### src/rtl/state_timer.sv
// Per-state countdown: reloads the time limit on every controller state change, ticks it down each ms,
// and pulses expired when it runs out. Define STATE_TIMER_PAUSE_EN to add a pause input that freezes RUN.
module state_timer #(
  parameter int CLK_FREQ_HZ = 50_000_000,
  parameter int TICK_HZ     = 1000,
  parameter int STATE_W     = 4,
  parameter int T_W         = 19
) (
  input  logic               clk,
  input  logic               rst,
  input  logic [STATE_W-1:0] present_state,
  input  logic [T_W-1:0]     t,
  output logic [T_W-1:0]     remaining,
  output logic               busy,
  output logic               expired
`ifdef STATE_TIMER_PAUSE_EN
  ,
  input  logic               pause
`endif
);

  localparam int DIV = CLK_FREQ_HZ / TICK_HZ;
  localparam int PW  = (DIV > 2) ? $clog2(DIV) : 1;
  localparam logic [PW-1:0] PRE_MAX = PW'(DIV - 1);

  typedef enum logic [1:0] {IDLE, LOAD, RUN, DONE} state_t;

  state_t             state_reg, state_next;
  logic [STATE_W-1:0] prev_state_reg;
  logic [PW-1:0]      prescaler_reg, prescaler_next;
  logic [T_W-1:0]     remaining_reg, remaining_next;
  logic               busy_reg, busy_next;
  logic               expired_reg, expired_next;
  logic               change;
  logic               hold;

`ifdef STATE_TIMER_PAUSE_EN
  assign hold = pause;
`else
  assign hold = 1'b0;
`endif

  assign change = (present_state != prev_state_reg);

  always_ff @(posedge clk) begin
    if (rst) begin
      state_reg      <= IDLE;
      prev_state_reg <= '0;
      prescaler_reg  <= '0;
      remaining_reg  <= '0;
      busy_reg       <= 1'b0;
      expired_reg    <= 1'b0;
    end else begin
      state_reg      <= state_next;
      prev_state_reg <= present_state;
      prescaler_reg  <= prescaler_next;
      remaining_reg  <= remaining_next;
      busy_reg       <= busy_next;
      expired_reg    <= expired_next;
    end
  end

  always_comb begin
    state_next     = state_reg;
    prescaler_next = prescaler_reg;
    remaining_next = remaining_reg;
    busy_next      = busy_reg;
    expired_next   = 1'b0;
    // A state change overrides everything, including a final tick on the same edge.
    if (change) begin
      state_next = LOAD;
    end else begin
      case (state_reg)
        LOAD: begin
          if (t == '0) begin
            state_next     = IDLE;
            remaining_next = '0;
            busy_next      = 1'b0;
          end else begin
            state_next     = RUN;
            remaining_next = t;
            prescaler_next = '0;
            busy_next      = 1'b1;
          end
        end
        RUN: begin
          if (!hold) begin
            if (prescaler_reg == PRE_MAX) begin
              prescaler_next = '0;
              if (remaining_reg <= T_W'(1)) begin
                remaining_next = '0;
                expired_next   = 1'b1;
                busy_next      = 1'b0;
                state_next     = DONE;
              end else begin
                remaining_next = remaining_reg - T_W'(1);
              end
            end else begin
              prescaler_next = prescaler_reg + PW'(1);
            end
          end
        end
        default: ;
      endcase
    end
  end

  assign remaining = remaining_reg;
  assign busy      = busy_reg;
  assign expired   = expired_reg;

endmodule
### config.mk
export PLATFORM = sky130hd
export DESIGN_NAME = state_timer
export DESIGN_NICKNAME = d
export VERILOG_FILES = /design/src/rtl/state_timer.sv
export SDC_FILE = /design/constraint.sdc
export NUM_CORES = 1
export LEC_CHECK = 0
export CAP_MARGIN = 0
export CORE_MARGIN = 10
export CORE_UTILIZATION = 56
export CTS_CLUSTER_DIAMETER = 80
export CTS_CLUSTER_SIZE = 10
export DETAILED_ROUTE_END_ITERATION = 7
export HOLD_SLACK_MARGIN = 0.06
export PLACE_DENSITY = 0.81
export SLEW_MARGIN = 20
export SYNTH_ARGS = -nofsm -noshare
export SYNTH_HDL_FRONTEND = slang
export SYNTH_SLANG_ARGS = --single-unit
### constraint.sdc
create_clock -name clk -period 7.95 [get_ports clk]
set_input_delay 1.59 -clock clk [delete_from_list [all_inputs] [get_ports clk]]
set_output_delay 1.59 -clock clk [all_outputs]
set_load 0.02 [all_outputs]
* Word level (Yosys, flattened, before mapping)
Index checks and enable logic that the tools add are counted.
** Word-level totals
- Output and inout bits :: 21
- Flip-flop bits (word level) :: 43
- Logic and storage cells :: 49
- ROM bits :: 0
- Input bits :: 25
- Bits in writable memories :: 0
- Memories :: 0
- Bits in latches :: 0
** Operators by class
- Reduce and logical (&&, ||, !) cells :: 10
- Shift-type cells :: 0
- Add/sub/neg operators :: 2
- Bitwise operators :: 3
- Eq/ne operators :: 9
- Multiply operators :: 0
- Mux-type cells :: 17
- Divide/modulo/power cells :: 0
- Order comparisons :: 1
** Operator list (number)
- $mux 19 :: 3
- $pmux 19 s2 :: 1
- $mux 16 :: 2
- $pmux 16 s2 :: 1
- $le 19x1->1 const B :: 1
- $logic_not 19->1 :: 1
- $sub 19x1->19 const B :: 1
- $add 16x1->16 const B :: 1
- $eq 16x16->1 const B :: 1
- $reduce_and 3->1 :: 4
- $mux 2 :: 3
- $ne 2x2->1 const B :: 3
- $ne 3x3->1 const B :: 2
- $mux 1 :: 5
- $ne 4x4->1 :: 1
- $pmux 2 s2 :: 1
- $reduce_and 4->1 :: 1
- $reduce_or 4->1 :: 1
- $not 1->1 :: 3
- $reduce_bool 3->1 :: 1
- $eq 2x1->1 const B :: 1
- $eq 2x2->1 const B :: 1
- $pmux 1 s2 :: 1
- $reduce_bool 2->1 :: 1
- $reduce_or 2->1 :: 1

* Longest topological paths before layout
Gate-level depths: netlist of the first run.
- Depth after elaboration :: 5
- Gate-level depth with buffers :: 9
- Gate-level depth less buffers :: 7

* Worst setup path after synthesis of the first run
No wires, ideal clock.
- Kind :: input to register
- From :: in present_state[2]
- To :: reg prescaler_reg[7]
- Setup slack :: 4.803 ns
- Setup time :: 0.070 ns
- Path buffers :: 1
- Required time :: 7.880 ns
- Data arrival time :: 3.077 ns
- Stages on the path :: 7
- Path through :: xnor2_1 > and4_1 > clkbuf_1 > o211ai_1 > or2_2 > or4_1 > a21oi_1
** On the way
- Longest elaborated chain between the ends :: 3
** RTL lines
- start, declared :: line 11 : input logic [STATE_W-1:0] present_state,
- $ne 4x4->1 :: line 43 : assign change = (present_state != prev_state_reg);
- $not 1->1 (no line)
- $reduce_and 3->1 (no line)
- end signal, assigned :: line 56 : prescaler_reg <= prescaler_next;
- end, declared :: line 30 : logic [PW-1:0] prescaler_reg, prescaler_next;
Every way passes these cells.
A chain may end at the register's enable or synchronous reset.

* Worst setup path after layout of the first run
- From :: in present_state[0]
- To :: reg prescaler_reg[7]
The elaborated chain is that of the path after synthesis.

==> flow_summary.json, run 1 <==
{
  "status": "finished clean",
  "rr_worst_depth": 7,
  "hold_ws_ns": 0.500,
  "synth_seq_area_share_pct": 36.1,
  "drt-initial-drc-count": 261,
  "synth-xor-area-share_pct": 4.78,
  "slew-limit-headroom_pct": 41.5,
  "clock_latency_ns": 0.30,
  "cp-startpoint": "present_state[0]",
  "design.core.area_mm2": 0.00406,
  "drive_above_1_share_pct": 5.28,
  "cts_resized": 0,
  "antenna_found_initial": 0,
  "yosys.area_share.simple_pct": 28.6,
  "grt_pass1_wl_um": 11000,
  "path_class": "input pin to flop",
  "grt_max_degree": 29,
  "hpwlAfterDp_um": 5000,
  "wl_per_cell_um": 17.3,
  "yosysWarnings": 0,
  "synth-seq-cells": 43,
  "crit_fanout": 13,
  "critPathRequiredTime_ns": 8.19,
  "die_x_um": 85.2,
  "num_rows": 23,
  "power_leakage_nw": 0.964,
  "path_clk_slew_ns": 0.08,
  "h-tree-depth": 2,
  "route.detailed.drc": 0,
  "ant_nets": 0,
  "regArea_um2": 861,
  "p_per_area_mw_per_mm2": 146,
  "cts_sinks": 43,
  "r2r_end": "remaining[6]",
  "initial_core_util_pct": 58.7,
  "final_cells": 391,
  "slew_violations": 0,
  "antenna_cells": 0,
  "synth_top_family_by_area": "simple AND/OR/NAND/NOR gates",
  "area_delta_synth_final_pct": 23.3,
  "synth_cell_types": 45,
  "fin_nets": 370,
  "max-clock-path-buffers": 2,
  "r2r_slack_ns": 4.79,
  "synth_compound_area_share_pct": 22.8,
  "synthArstFlopShare_pct": 0,
  "min_period_ns": 3.71,
  "vias_per_cell": 6.43,
  "synth_edf_count": 0,
  "overflow": 0,
  "holdPathStages": 2,
  "arrival_ns": 3.95,
  "grt_usage_pct": 17.8,
  "numCtsBuffers": 5,
  "largest_reg_flops": 19,
  "synth_cells": 300,
  "crit_path_end": "prescaler_reg[7]",
  "rsz0062_at_grt": "false",
  "vias": 2516,
  "worstHoldStart": "prescaler_reg[4]",
  "avgSynthCellArea_um2": 7.95,
  "fin_skew_ns": 0.00871,
  "worstMarginPinSlew_ns": 0.874,
  "dpl.cell_count": 383,
  "cts_tree": "done",
  "boundaryPins": 46,
  "endpoint_kind": "flop",
  "gp_congestion": 0.843,
  "die_area_mm2": 0.00727,
  "fin_setup_tns_ns": 0,
  "ys.flop_type": "dfxtp_1",
  "synthMuxAreaShare_pct": 0.420,
  "firstDrtPassIters": 6,
  "hold_viol_final": 0,
  "wl_um": 6750,
  "reg2reg_from": "remaining[11]",
  "grt_pass1_vias": 2319,
  "cts.root.buffer_cell": "clkbuf_8",
  "syn-num-nets": 330,
  "cts_setup_buffers": 0,
  "multiInputGateArea_mm2": 0.00142,
  "period_share_pct": 46.7,
  "ctsHoldBuffers": 0,
  "setup_viol": 0,
  "fp.dieH_um": 85.2,
  "n_fill_cell": 325,
  "vdd_drop_max_mv": 0.0963,
  "critPathLaunchType": "input pin",
  "hold_path.class": "flop to flop",
  "synth_fa_ha_area_share_pct": 2.62,
  "syn-cell-area_mm2": 0.00238,
  "cap_violations": 0,
  "port_buffers": 45,
  "max_freq_mhz": 270
}
area by class of cell:
class,count,share of cell area [%]
Timing Repair Buffer,47,15.8
Multi-Input combinational cell,230,48.2
Inverter,13,1.66
Clock buffer,6,2.47
Tap cell,50,2.13
Sequential cell,43,29.3
Clock inverter,2,0.426
per-stage QoR:
| stage | total power [mW] | utilization [%] | cell area (um^2) | setup WS, ns |
|---|---|---|---|---|
| floorplan | 0.266 | - | 2380 | 4.80 |
| global placement | 0.292 | 70.2 | 2850 | 4.03 |
| detailed placement | 0.293 | 70.2 | 2850 | 3.94 |
| CTS | 0.430 | 72.3 | 2930 | 4.26 |
| global route | 0.445 | 72.4 | 2940 | 4.03 |
| finish | 0.429 | 72.4 | 2940 | 4.24 |
cells in the mapped netlist (all sizes together), types with 6 or more instances:
| cell | number | share of area (%) |
|---|---|---|
| a31oi | 6 | 1.6 |
| a21oi | 23 | 4.8 |
| nor3 | 21 | 4.4 |
| clkbuf | 11 | 1.7 |
| nor4 | 14 | 3.7 |
| dfxtp | 43 | 36 |
| nand3 | 9 | 2.1 |
| nand2 | 21 | 3.3 |
| xnor2 | 11 | 4.0 |
| nor2b | 6 | 1.6 |
| or3 | 8 | 2.1 |
| nor2 | 33 | 5.3 |
| inv | 13 | 2.0 |
| o21ai | 23 | 4.8 |
| a22oi | 7 | 2.2 |
where the power goes:
part           internal (mW)  leakage [nW]  switching (mW)  total (mW)
clock network         0.0614        0.0412          0.0775       0.139
logic                 0.0292         0.575          0.0378      0.0670
registers              0.219         0.348         0.00425       0.223
total                  0.310         0.964           0.120       0.429
placed cells by master (no fill, tap or decap), types with 2 or more instances in the layout:
master and n:
a21oi_1 23, or4bb_1 2, dfxtp_1 43, nand2_1 21
or3_1 8, xor2_1 2, or4_1 4, a32oi_1 5
xnor2_1 11, o21ai_0 22, buf_4 2, nor2_1 32
a22oi_1 7, o2bb2ai_1 2, and3_1 4, a31oi_1 6
a221oi_1 2, ha_1 5, o41ai_4 2, nand3_1 8
nor4_1 14, clkdlybuf4s50_1 45, clkbuf_8 5, a222oi_1 2
nor3_1 20, inv_1 13, nand4_1 3, o2111ai_1 2
nor2b_1 6
logic make-up (layout without fill, tap and decap cells):
kind of cell,after synthesis,count (layout)
AO/OA/AOI/OAI,80,80
XOR/XNOR,13,13
adder cells (fa/ha/maj),5,5
buffers and inverters,27,68
flip-flops,43,43
multiplexers,1,1
AND/OR/NAND/NOR,131,131
per-layer routing:
layer  track usage [%]  part of all wire (%)  up-vias
met4              6.74                   2.0        0
met5                 0                     0        -
met1              22.0                    42     1151
met2              28.3                    46      138
li1                  -                     -     1206
met3              5.07                   9.8       21
how the worst min path moves through the flow:
| stage | end | slack [ns] |
|---|---|---|
| floorplan | prescaler_reg[8] | 0.46 |
| global placement | busy | 0.47 |
| detailed placement | prescaler_reg[4] | 0.49 |
| CTS | prescaler_reg[4] | 0.50 |
| global route | prescaler_reg[4] | 0.52 |
| finish | prescaler_reg[4] | 0.50 |
critical path: stages:
cell             delay (ns)
clkdlybuf4s50_1        0.48
xnor2_1                0.15
and4_1                 0.35
o211ai_1               0.39
or2_2                  0.44
or4_1                  0.40
a21oi_1                0.14
No activity file was read; power rests on OpenSTA's default activity.
==> run 2, diff against run 1 <==
Settings changed: CORE_UTILIZATION 56 to 52, PLACE_DENSITY 0.81 to 0.76.
Clock period 7.95 ns to 3.7 ns, I/O delays scaled along.
==> flow_summary.json, run 2 (synthesized netlist as in run 1, its figures left out) <==
{
  "vdd_drop_max_mv": 0.269,
  "cts.root.buffer_cell": "clkbuf_8",
  "vias": 2484,
  "min_period_ns": 3.01,
  "status": "finished clean",
  "overflow": 0,
  "grt_usage_pct": 17.3,
  "cts_tree": "done",
  "grt_max_degree": 28,
  "critPathLaunchType": "flop",
  "area_delta_synth_final_pct": 25.7,
  "rsz0062_at_grt": "false",
  "wl_um": 6710,
  "gp_congestion": 0.873,
  "cts_resized": 0,
  "crit_fanout": 19,
  "drive_above_1_share_pct": 5.56,
  "ant_nets": 0,
  "numCtsBuffers": 5,
  "final_common_cell": "clkdlybuf4s50_1",
  "cts_setup_buffers": 0,
  "hold_viol_final": 0,
  "cap_violations": 0,
  "period_share_pct": 81.4,
  "hold_ws_ns": 0.499,
  "antenna_found_initial": 0,
  "setup_viol": 0,
  "grt_use_met2_pct": 27.1,
  "route.detailed.drc": 0,
  "grtUsageMet1_pct": 23.1,
  "met3_usage_pct": 4.18,
  "antenna_cells": 0,
  "ctsHoldBuffers": 0,
  "wl_per_cell_um": 17.0,
  "final_cells": 394,
  "max-clock-path-buffers": 2,
  "clock_latency_ns": 0.29,
  "hold_path.class": "flop to flop",
  "fp.dieH_um": 87.7,
  "slew_violations": 0,
  "slew-limit-headroom_pct": 44.3,
  "hpwlAfterDp_um": 4860,
  "endpoint_kind": "flop",
  "power_leakage_nw": 0.993,
  "fin_area_mm2": 0.00300,
  "path_class": "flop to flop",
  "grt_pass1_wl_um": 11000,
  "fin_nets": 371,
  "drt-initial-drc-count": 193,
  "initial_core_util_pct": 54.4,
  "design.core.area_mm2": 0.00438,
  "grt_pass1_vias": 2232,
  "busiest_layer": "met2",
  "dpl.cell_count": 386,
  "vias_per_cell": 6.30,
  "die_x_um": 87.7,
  "p_per_area_mw_per_mm2": 353,
  "h-tree-depth": 2,
  "critPathRequiredTime_ns": 3.85,
  "num_rows": 24,
  "path_clk_slew_ns": 0.08,
  "worstMarginPinSlew_ns": 0.829,
  "boundaryPins": 46,
  "fin_setup_tns_ns": 0,
  "largest_reg_flops": 19,
  "cts_sinks": 43,
  "firstDrtPassIters": 5,
  "port_buffers": 45,
  "arrival_ns": 3.17,
  "final_cell_mix": "45 x clkdlybuf4s50_1, 43 x dfxtp_1, 32 x nor2_1",
  "dpl-instance-area_mm2": 0.00286,
  "fin_skew_ns": 0.00723,
  "die_area_mm2": 0.00769,
  "max_freq_mhz": 332
}
-- run 2: cell type report --
cell class | count | area (um^2)
sequential | 43 | 861
multi-input combinational | 230 | 1420
clock buffer | 6 | 72.6
tap | 52 | 65.1
inverter | 13 | 48.8
clock inverter | 2 | 60.1
timing repair buffer | 48 | 473
fill | 382 | 1390
-- run 2: final timing paths --
kind                                       start  slack [ns]                end  depth (start not counted)
worst max-delay path            prescaler_reg[5]        0.69  prescaler_reg[10]                          5
worst min-delay path                        busy        0.50               busy                          2
worst max register to register  prescaler_reg[5]        0.69  prescaler_reg[10]                          5
worst min register to register              busy        0.50               busy                          2
-- run 2: routing by layer --
layer | share of wire, % | vias up
met5 | 0 | -
met2 | 47 | 111
met1 | 43 | 1170
met3 | 9.4 | 6
li1 | - | 1197
met4 | 0.55 | 0
-- run 2: per-stage QoR --
| stage | worst slack (ns) | total power, mW | utilization, % |
|---|---|---|---|
| 5_1_grt | 0.472 | 1.10 | 68.4 |
| 4_1_cts | 0.705 | 1.06 | 68.2 |
| 3_5_place_dp | 0.676 | 0.630 | 65.2 |
| 6_report | 0.686 | 1.06 | 68.4 |
| 2_1_floorplan | 1.04 | 0.571 | - |
| 3_3_place_gp | 0.704 | 0.630 | 65.2 |
-- run 2: worst max-delay path, cell delays in order, from the launching register on --
cell and delay [ns]:
dfxtp_1 0.36, or4b_2 0.73, o41ai_4 0.57, nand3_2 0.43, o21bai_2 0.66, nor3_1 0.13
-- run 2: where the power goes --
part	internal (mW)	switching [mW]
Clock	0.270	0.165
Combinational	0.0631	0.0810
Sequential	0.471	0.00904
Total	0.804	0.255
==> run 3, diff against run 2 <==
Clock period 3.7 ns to 3 ns, I/O delays scaled along.
==> flow_summary.json, run 3 (synthesized netlist as in run 1, its figures left out) <==
{
  "status": "finished clean",
  "gp_congestion": 0.932,
  "grt_usage_pct": 17.6,
  "cap_violations": 0,
  "hpwlAfterDp_um": 5220,
  "crit_fanout": 17,
  "vdd_drop_max_mv": 0.270,
  "antenna_cells": 0,
  "boundaryPins": 46,
  "hold_viol_final": 0,
  "max-clock-path-buffers": 2,
  "cts.root.buffer_cell": "clkbuf_8",
  "grt_max_degree": 18,
  "die_x_um": 87.7,
  "final_cell_mix": "45 x clkdlybuf4s50_1, 43 x dfxtp_1, 32 x nor2_1",
  "wl_per_cell_um": 16.9,
  "fp.dieH_um": 87.7,
  "port_buffers": 45,
  "critPathLaunchType": "flop",
  "slew-limit-headroom_pct": 24.3,
  "fin_skew_ns": 0.00405,
  "ant_nets": 0,
  "p_switching_mw": 0.311,
  "firstDrtPassIters": 5,
  "final_util_pct": 69.3,
  "cts_setup_buffers": 0,
  "cts_resized": 0,
  "initial_core_util_pct": 54.4,
  "p_per_area_mw_per_mm2": 390,
  "cts_tree": "done",
  "route.detailed.drc": 0,
  "p_total_mw": 1.18,
  "wl_um": 6830,
  "fin_nets": 381,
  "worstMarginPinSlew_ns": 1.13,
  "dpl.cell_count": 396,
  "ctsHoldBuffers": 0,
  "min_period_ns": 2.73,
  "h-tree-depth": 2,
  "setup_viol": 0,
  "pwr-share-comb_pct": 15.5,
  "largest_reg_flops": 19,
  "critPathRequiredTime_ns": 3.16,
  "drive_above_1_share_pct": 8.24,
  "die_area_mm2": 0.00769,
  "cts_sinks": 43,
  "max_freq_mhz": 366,
  "clock_latency_ns": 0.30,
  "overflow": 0,
  "design.core.area_mm2": 0.00438,
  "final_cells": 404,
  "hold_path.class": "flop to flop",
  "num_rows": 24,
  "n_fill_cell": 370,
  "pwr-share-clk_pct": 34.6,
  "slew_violations": 0,
  "power_leakage_nw": 1.02,
  "antenna_found_initial": 0,
  "numCtsBuffers": 5,
  "p_int_mw": 0.873,
  "path_clk_slew_ns": 0.08,
  "period_share_pct": 91.1,
  "rsz0062_at_grt": "false",
  "grt_pass1_vias": 2329,
  "grt_pass1_wl_um": 11200,
  "vias": 2447,
  "seqPwrFrac_pct": 49.9,
  "drt-initial-drc-count": 209,
  "arrival_ns": 2.89,
  "fin_setup_tns_ns": 0,
  "vias_per_cell": 6.06,
  "area_delta_synth_final_pct": 27.5,
  "swShare_pct": 26.3,
  "final_common_cell": "clkdlybuf4s50_1",
  "endpoint_kind": "flop",
  "path_class": "flop to flop"
}
run 3: cell types whose count changed in the layout (fill, tap and decap cells not counted):
cell        change
clkbuf_8        +2
bufinv_16       -2
buf_4          +10
nor3_2          -1
clkinvlp_4      +1
clkbuf_1        -1
nor3_1          +1
run 3: routing by layer:
| metal | wire length, um | global-route usage, % | part of all wire [%] |
|---|---|---|---|
| met2 | 3260 | 29.2 | 48 |
| met4 | 67 | 5.07 | 0.98 |
| met3 | 459 | 4.46 | 6.7 |
| met1 | 3040 | 21.8 | 45 |
| met5 | 0 | 0 | 0 |
run 3: worst paths after layout:
| check | startpoint | end | slack, ns | cells past startpoint |
|---|---|---|---|---|
| min | state_reg[0] | state_reg[0] | 0.51 | 2 |
| max | remaining[11] | remaining[3] | 0.27 | 7 |
| min reg2reg | state_reg[0] | state_reg[0] | 0.51 | 2 |
| max reg2reg | remaining[11] | remaining[3] | 0.27 | 7 |
run 3: critical path, cell delays in order, from the launching register on:
cell and delay (ns):
dfxtp_1 0.38, or4_1 0.62, or4_4 0.49, o41ai_4 0.43, buf_4 0.28, o21ai_0 0.12, a22oi_1 0.21, nor2_1 0.07
run 3: final cells by class:
cell class / instances / area (um^2) / share of cell area [%]
repair buffers: 58 / 548 / 18.0
clock inverters: 1 / 7.51 / 0.247
flip-flops and latches: 43 / 861 / 28.3
clock buffers: 7 / 96.3 / 3.17
multi-input cells: 230 / 1410 / 46.5
well taps: 52 / 65.1 / 2.14
inverters: 13 / 48.8 / 1.61
run 3: power by group through the flow:
stage / Sequential (mW) / Clock [mW] / Combinational [mW]
global placement: 0.605 / 0 / 0.180
detailed placement: 0.604 / 0 / 0.180
global route: 0.593 / 0.437 / 0.200
floorplan: 0.608 / 0 / 0.0955
CTS: 0.591 / 0.418 / 0.181
finish: 0.591 / 0.409 / 0.183
run 3: through the flow:
stage	setup WS, ns	instance area [um^2]	hold WS (ns)
final	0.267	3040	0.506
after CTS	0.291	3040	0.512
after floorplan	0.342	2380	0.462
after global routing	0.0681	3040	0.539
after global placement	0.288	2930	0.483
after detailed placement	0.254	2930	0.495
